File: src/rtl/ifu_fetch_ctrl_pkg.sv
// Shared definitions for the instruction-fetch sequencer: FSM encoding,
// default widths, reset PC and the sequential PC stride.
// No logic, no latency, no backpressure.
package ifu_fetch_ctrl_pkg;

    localparam int unsigned ADDR_W_DEF   = 64;
    localparam int unsigned INST_W_DEF   = 32;
    localparam logic [63:0] RESET_PC_DEF = 64'h0000_0000_8000_0000;

    // Fixed-length 32-bit instructions: sequential fetch advances by 4 bytes.
    localparam int unsigned PC_INC = 4;

    typedef enum logic [1:0] {
        ST_IDLE = 2'd0,  // not fetching; waiting for fetch_en
        ST_REQ  = 2'd1,  // request presented to IMEM, waiting for ready
        ST_WAIT = 2'd2,  // request accepted, waiting for the response
        ST_HOLD = 2'd3   // instruction presented to decode, waiting for ready
    } fetch_state_e;

    // A redirect target whose low two bits are set cannot be an
    // instruction boundary; it is flagged and then force-aligned.
    function automatic logic pc_misaligned(input logic [1:0] low_bits);
        return low_bits != 2'b00;
    endfunction

endpackage

File: src/rtl/ifu_fetch_ctrl.sv
// Instruction-fetch sequencer: owns the fetch PC, issues one IMEM read at a
// time and hands the result to decode. Req handshake to inst_valid is >= 2 cycles.
// Backpressure: decode stall holds the instruction in HOLD; no new request until accepted.
//
// Ports:
//   clk, rst            clock (rising edge) and asynchronous active-low reset
//   fetch_en            permission to start new IMEM requests
//   redirect_valid/pc   branch/jump target from execute; highest priority
//   imem_req_*          IMEM read request (valid/ready), address = pc_o
//   imem_rsp_*          IMEM read response (no backpressure), err = access fault
//   inst_*              instruction to decode (valid/ready) with its PC and fault flag
//   misalign_o          one-cycle pulse after a redirect with nonzero low bits
//   pc_o                current fetch PC
//   fetch_cnt           number of instructions accepted by decode (wraps)
module ifu_fetch_ctrl
    import ifu_fetch_ctrl_pkg::*;
#(
    parameter int unsigned          ADDR_W   = ADDR_W_DEF,
    parameter int unsigned          INST_W   = INST_W_DEF,
    parameter logic [ADDR_W-1:0]    RESET_PC = ADDR_W'(RESET_PC_DEF)
) (
    input  logic              clk,
    input  logic              rst,
    input  logic              fetch_en,
    input  logic              redirect_valid,
    input  logic [ADDR_W-1:0] redirect_pc,
    output logic              imem_req_valid,
    input  logic              imem_req_ready,
    output logic [ADDR_W-1:0] imem_req_addr,
    input  logic              imem_rsp_valid,
    input  logic [INST_W-1:0] imem_rsp_data,
    input  logic              imem_rsp_err,
    output logic              inst_valid,
    input  logic              inst_ready,
    output logic [INST_W-1:0] inst_o,
    output logic [ADDR_W-1:0] inst_pc,
    output logic              inst_fault,
    output logic              misalign_o,
    output logic [ADDR_W-1:0] pc_o,
    output logic [63:0]       fetch_cnt
);

    fetch_state_e      state_q, state_d;

    logic [ADDR_W-1:0] pc_q, pc_d;
    // Set when the request currently in flight is on a squashed path; its
    // response is dropped when it eventually arrives.
    logic              kill_q, kill_d;
    logic [INST_W-1:0] inst_q, inst_d;
    logic [ADDR_W-1:0] inst_pc_q, inst_pc_d;
    logic              inst_fault_q, inst_fault_d;
    logic              misalign_q, misalign_d;
    logic [63:0]       cnt_q, cnt_d;

    logic [ADDR_W-1:0] redirect_aligned;
    logic              req_fire;
    logic              rsp_keep;
    logic              dec_accept;

    assign redirect_aligned = {redirect_pc[ADDR_W-1:2], 2'b00};
    assign req_fire         = (state_q == ST_REQ) && imem_req_ready;
    // A response survives only if nothing squashed it earlier and no redirect
    // lands in the very cycle it arrives.
    assign rsp_keep         = (state_q == ST_WAIT) && imem_rsp_valid &&
                              !kill_q && !redirect_valid;
    assign dec_accept       = (state_q == ST_HOLD) && inst_ready;

    // ------------------------------------------------------------------
    // State register
    // ------------------------------------------------------------------
    always_ff @(posedge clk or negedge rst) begin
        if (!rst) begin
            state_q <= ST_IDLE;
        end else begin
            state_q <= state_d;
        end
    end

    // ------------------------------------------------------------------
    // Next-state logic
    // ------------------------------------------------------------------
    always_comb begin
        state_d = state_q;
        case (state_q)
            ST_IDLE: begin
                if (fetch_en) begin
                    state_d = ST_REQ;
                end
            end
            ST_REQ: begin
                // The request is never retracted, even if fetch_en drops.
                if (imem_req_ready) begin
                    state_d = ST_WAIT;
                end
            end
            ST_WAIT: begin
                if (imem_rsp_valid) begin
                    if (kill_q || redirect_valid) begin
                        state_d = fetch_en ? ST_REQ : ST_IDLE;
                    end else begin
                        state_d = ST_HOLD;
                    end
                end
            end
            ST_HOLD: begin
                // Either decode took it, or a redirect made it wrong-path.
                if (inst_ready || redirect_valid) begin
                    state_d = fetch_en ? ST_REQ : ST_IDLE;
                end
            end
            default: state_d = ST_IDLE;
        endcase
    end

    // ------------------------------------------------------------------
    // Output logic (Moore outputs from state)
    // ------------------------------------------------------------------
    always_comb begin
        imem_req_valid = 1'b0;
        inst_valid     = 1'b0;
        case (state_q)
            ST_REQ:  imem_req_valid = 1'b1;
            ST_HOLD: inst_valid     = 1'b1;
            default: begin
                imem_req_valid = 1'b0;
                inst_valid     = 1'b0;
            end
        endcase
    end

    assign imem_req_addr = pc_q;
    assign pc_o          = pc_q;
    assign inst_o        = inst_q;
    assign inst_pc       = inst_pc_q;
    assign inst_fault    = inst_fault_q;
    assign misalign_o    = misalign_q;
    assign fetch_cnt     = cnt_q;

    // ------------------------------------------------------------------
    // Datapath next-state
    // ------------------------------------------------------------------
    always_comb begin
        pc_d         = pc_q;
        kill_d       = kill_q;
        inst_d       = inst_q;
        inst_pc_d    = inst_pc_q;
        inst_fault_d = inst_fault_q;
        cnt_d        = cnt_q;
        misalign_d   = redirect_valid && pc_misaligned(redirect_pc[1:0]);

        // Decode acceptance counts even when a redirect arrives alongside it;
        // the redirect below then overrides the sequential PC.
        if (dec_accept) begin
            cnt_d = cnt_q + 64'd1;
            pc_d  = pc_q + ADDR_W'(PC_INC);
        end

        // The old-address request is launched this cycle; mark it stale.
        if (req_fire && redirect_valid) begin
            kill_d = 1'b1;
        end

        if (state_q == ST_WAIT) begin
            if (imem_rsp_valid) begin
                kill_d = 1'b0;
            end else if (redirect_valid) begin
                kill_d = 1'b1;
            end
        end

        // pc_q still holds the requested address while in WAIT, since any
        // redirect that could have moved it also marks the response stale.
        if (rsp_keep) begin
            inst_d       = imem_rsp_data;
            inst_pc_d    = pc_q;
            inst_fault_d = imem_rsp_err;
        end

        if (redirect_valid) begin
            pc_d = redirect_aligned;
        end
    end

    always_ff @(posedge clk or negedge rst) begin
        if (!rst) begin
            pc_q         <= RESET_PC;
            kill_q       <= 1'b0;
            inst_q       <= '0;
            inst_pc_q    <= '0;
            inst_fault_q <= 1'b0;
            misalign_q   <= 1'b0;
            cnt_q        <= '0;
        end else begin
            pc_q         <= pc_d;
            kill_q       <= kill_d;
            inst_q       <= inst_d;
            inst_pc_q    <= inst_pc_d;
            inst_fault_q <= inst_fault_d;
            misalign_q   <= misalign_d;
            cnt_q        <= cnt_d;
        end
    end

endmodule

File: config.mk
export PLATFORM = sky130hd
export DESIGN_NAME = ifu_fetch_ctrl
export DESIGN_NICKNAME = d
export VERILOG_FILES = /design/src/rtl/ifu_fetch_ctrl_pkg.sv /design/src/rtl/ifu_fetch_ctrl.sv
export SDC_FILE = /design/constraint.sdc
export NUM_CORES = 1
export LEC_CHECK = 0
export ABC_CLOCK_PERIOD_IN_PS = 2700
export CORE_ASPECT_RATIO = 1.25
export CORE_MARGIN = 2
export CORE_UTILIZATION = 41
export DETAILED_ROUTE_END_ITERATION = 12
export PLACE_DENSITY = 0.87
export SYNTH_ARGS = -nofsm -noshare
export SYNTH_HDL_FRONTEND = slang
export SYNTH_SLANG_ARGS = --single-unit
File: constraint.sdc
create_clock -name clk -period 2.7 [get_ports clk]
set_input_delay 0.54 -clock clk [delete_from_list [all_inputs] [get_ports clk]]
set_output_delay 0.54 -clock clk [all_outputs]
set_load 0.03 [all_outputs]
==> out/qor.txt <==
Netlist cell types - 43
CP cell instances - buf_4 -> nor2b_1 -> clkdlybuf4s50_1
Vias in the first global route - 9202
Post-route ant nets - 0
PwrDens - 872 mW/mm^2
EDFF count, synth - 0
Clock skew - 0.0151 ns
Worst-Margin Slew - 0.646 ns
Vias/cell - 5.22
Initial Util - 0.414
PortBufs - 389
Ys Warns - 0
Skew-Pair Late Insertion Delay - 0.53 ns
Bufs on Longest Clock Path - 3
Largest net degree at the start of global routing - 80
Switching pwr - 5.01 mW
Final Non-Filler Cells - 1754
Synth async-reset ratio - 1.00
Commonest non-fill, non-tap cell in the layout - clkdlybuf4s50_1
Switching Fraction - 0.360
Area of the multi-input gates - 0.00436 mm^2
Top Usage Layer GRT - met2
Hold crit path type - reg2reg
Die Wd - 148 um
# IOs - 396
Reg power frac - 0.340
CP endpoint kind - output port
GR Util met3 - 0.0535
Seq/Total Area, Yosys - 0.528
Reg area - 0.00566 mm^2
CTS tree - done
Core Rows - 66
#FFs+latches synth - 225
Root Buffer - clkbuf_16
Tot Pwr - 13.9 mW
Critical path class - reg2out
Clock network power share - 0.257
Syn Inst Count - 998
Setup bufs post-CTS - 0
Clock sink count - 225
Mapped cell area - 0.0107 mm^2
DRC - 0
Htree depth - 1
Peak supply drop - 789 uV
Pint - 8.91 mW
Status - complete, no violations
MaxCap Viol Count - 0
CP max FO - 11
Power share of the combinational group - 0.403
CTS buffer count - 24
Worst-path clk slew - 0.06 ns
Avg Synthesized Cell Area - 10.7 um^2
Hold Path Origin - fetch_cnt[63]
Layout cells sized above 1 - 0.174
Hold Fails Final Rpt - 0
Dpl cells - 1706
Crit path from - state_q[1]
Startpoint Class - register
FMAX - 390 MHz
Fin crit share - 0.950
DPL Wire Length - 24.9 mm
Die area - 0.0273 mm^2
Total grt overflow - 0
Setup-failing EPs final - 0
WL final - 33.3 mm
FF-to-FF End - imem_req_addr[58]
Met1 Usage GRT - 0.280
Max_slew headroom - 0.569
Initial antenna violation count - 2
Worst hold path endpoint - fetch_cnt[63]
Worst Path Arrival - 2.02 ns
Total track usage - 0.236
CP delay by family, top - buffers and inverters
Core Util, Final - 0.620
Max Slew Vio Count - 0
Main flop type after synthesis - dfrtp_1
DRT Pass-1 Iters - 4
Max stage delay on crit path - 0.74 ns
Leakage power - 6.74 nW
Commonest cells after routing, fill and taps aside - 387 x clkdlybuf4s50_1, 203 x dfrtp_1, 94 x nand2_1
GP Congestion - 0.858
Clock period minus worst slack - 2.56 ns
Reg2reg start - imem_req_addr[19]
First-pass GRT wire length - 50.8 mm
R2r worst-path depth - 5
DRT iter0 DRCs - 541
Core Area - 0.0258 mm^2
WP data required - 2.16 ns
CP max-delay cell - clkdlybuf4s50_1
Grt met2 use - 0.423
Hold path depth - 1
Syn-to-layout area delta - 49.7%
RSZ-0062 raised after global routing - false
Final nets - 1499
Fillcell total - 2026
Routed WL per cell - 19.0 um
Via count - 9157
Critical path buffers and inverters - 2
R2r setup slk - 0.14 ns
Die Ht - 184 um
cell type report:
| class | instances | share of cell area |
|---|---|---|
| antenna | 4 | 0.000627 |
| clock buffer | 34 | 0.0444 |
| clock inverter | 9 | 0.00933 |
| inverter | 20 | 0.00470 |
| multi-input combinational | 650 | 0.273 |
| sequential | 225 | 0.354 |
| tap | 340 | 0.0266 |
| timing repair buffer | 472 | 0.287 |
cells in the mapped netlist, types with 2 or more instances:
cell type | n | area (um^2)
a21oi_1 | 3 | 15.0
a31oi_1 | 23 | 144
and2_1 | 5 | 31.3
and3_1 | 14 | 87.6
and4_1 | 12 | 105
buf_1 | 5 | 18.8
buf_4 | 68 | 510
clkbuf_1 | 33 | 124
dfrtp_1 | 224 | 5610
ha_1 | 2 | 25.0
inv_1 | 19 | 71.3
mux2_2 | 88 | 991
mux2i_1 | 2 | 20.0
nand2_1 | 94 | 353
nand2b_1 | 3 | 18.8
nand3_1 | 39 | 195
nand4_1 | 40 | 250
nor2_1 | 57 | 214
nor2b_1 | 4 | 25.0
nor3_1 | 30 | 150
nor4_1 | 21 | 131
o21ai_0 | 59 | 295
o31ai_1 | 10 | 75.1
or2_2 | 2 | 12.5
or3_1 | 12 | 75.1
or3_2 | 3 | 22.5
or4_1 | 12 | 90.1
xnor2_1 | 52 | 455
xor2_1 | 48 | 420
what timing repair did:
action,CTS,global route
gates resized for setup,0,2
endpoints found under the setup margin,0,5
hold buffers,1,0
endpoints found under the hold margin,42,0
how the worst max path moves through the flow:
stage | slack, ns | to | depth (start not counted)
after CTS | 0.06 | imem_req_addr[58] | 5
after global placement | -0.29 | imem_req_addr[62] | 6
after global routing | 0.03 | imem_req_addr[58] | 5
final | 0.14 | imem_req_valid | 3
after floorplan | 0.002 | imem_req_addr[62] | 7
after detailed placement | -0.37 | imem_req_addr[58] | 6
through the flow:
stage | setup WS (ns) | TNS [ns] | hold WS, ns | instance area (um^2)
2_1_floorplan | 0.00152 | 0 | 0.244 | 10700
3_3_place_gp | -0.294 | -2.16 | 0.456 | 15100
3_5_place_dp | -0.370 | -2.79 | 0.456 | 15100
4_1_cts | 0.0637 | 0 | 0.468 | 15900
5_1_grt | 0.0291 | 0 | 0.474 | 16000
6_report | 0.135 | 0 | 0.470 | 16000
layer usage:
layer | part of all wire | routed length (um)
met5 | 0 | 0
met4 | 0.027 | 905
met3 | 0.073 | 2430
met2 | 0.52 | 17100
met1 | 0.38 | 12800
logic make-up (layout without fill, tap and decap cells):
group,count (synthesis),after routing,share of synthesized area
xor+xnor,100,100,0.0821
compound gates,102,102,0.0550
mux,90,90,0.0948
simple gates,350,350,0.167
flops,225,225,0.528
other cells,1,10,0.000352
fa+ha+maj,2,2,0.00235
buf+inv,128,535,0.0698
worst register-to-register path, delay by kind of cell (launching register included):
family,cells,cell delay [ns]
AO/OA/AOI/OAI,1,0.19
flip-flops,1,0.39
AND/OR/NAND/NOR,4,1.88
sequential cells by signal, summed over array words and instances, names as in the netlist:
register / count
fetch_cnt: 64
imem_req_addr: 62
inst_fault: 1
inst_o: 32
inst_pc: 62
kill_q: 1
misalign_o: 1
state_q: 2
power groups by stage:
stage	logic, mW	registers [mW]	clock network, mW
finish	5.62	4.73	3.57
global route	5.87	4.83	3.79
CTS	5.66	4.73	3.64
detailed placement	5.63	4.78	0
global placement	5.55	4.71	0
floorplan	1.43	6.41	0
(Power assumes the default switching activity.)
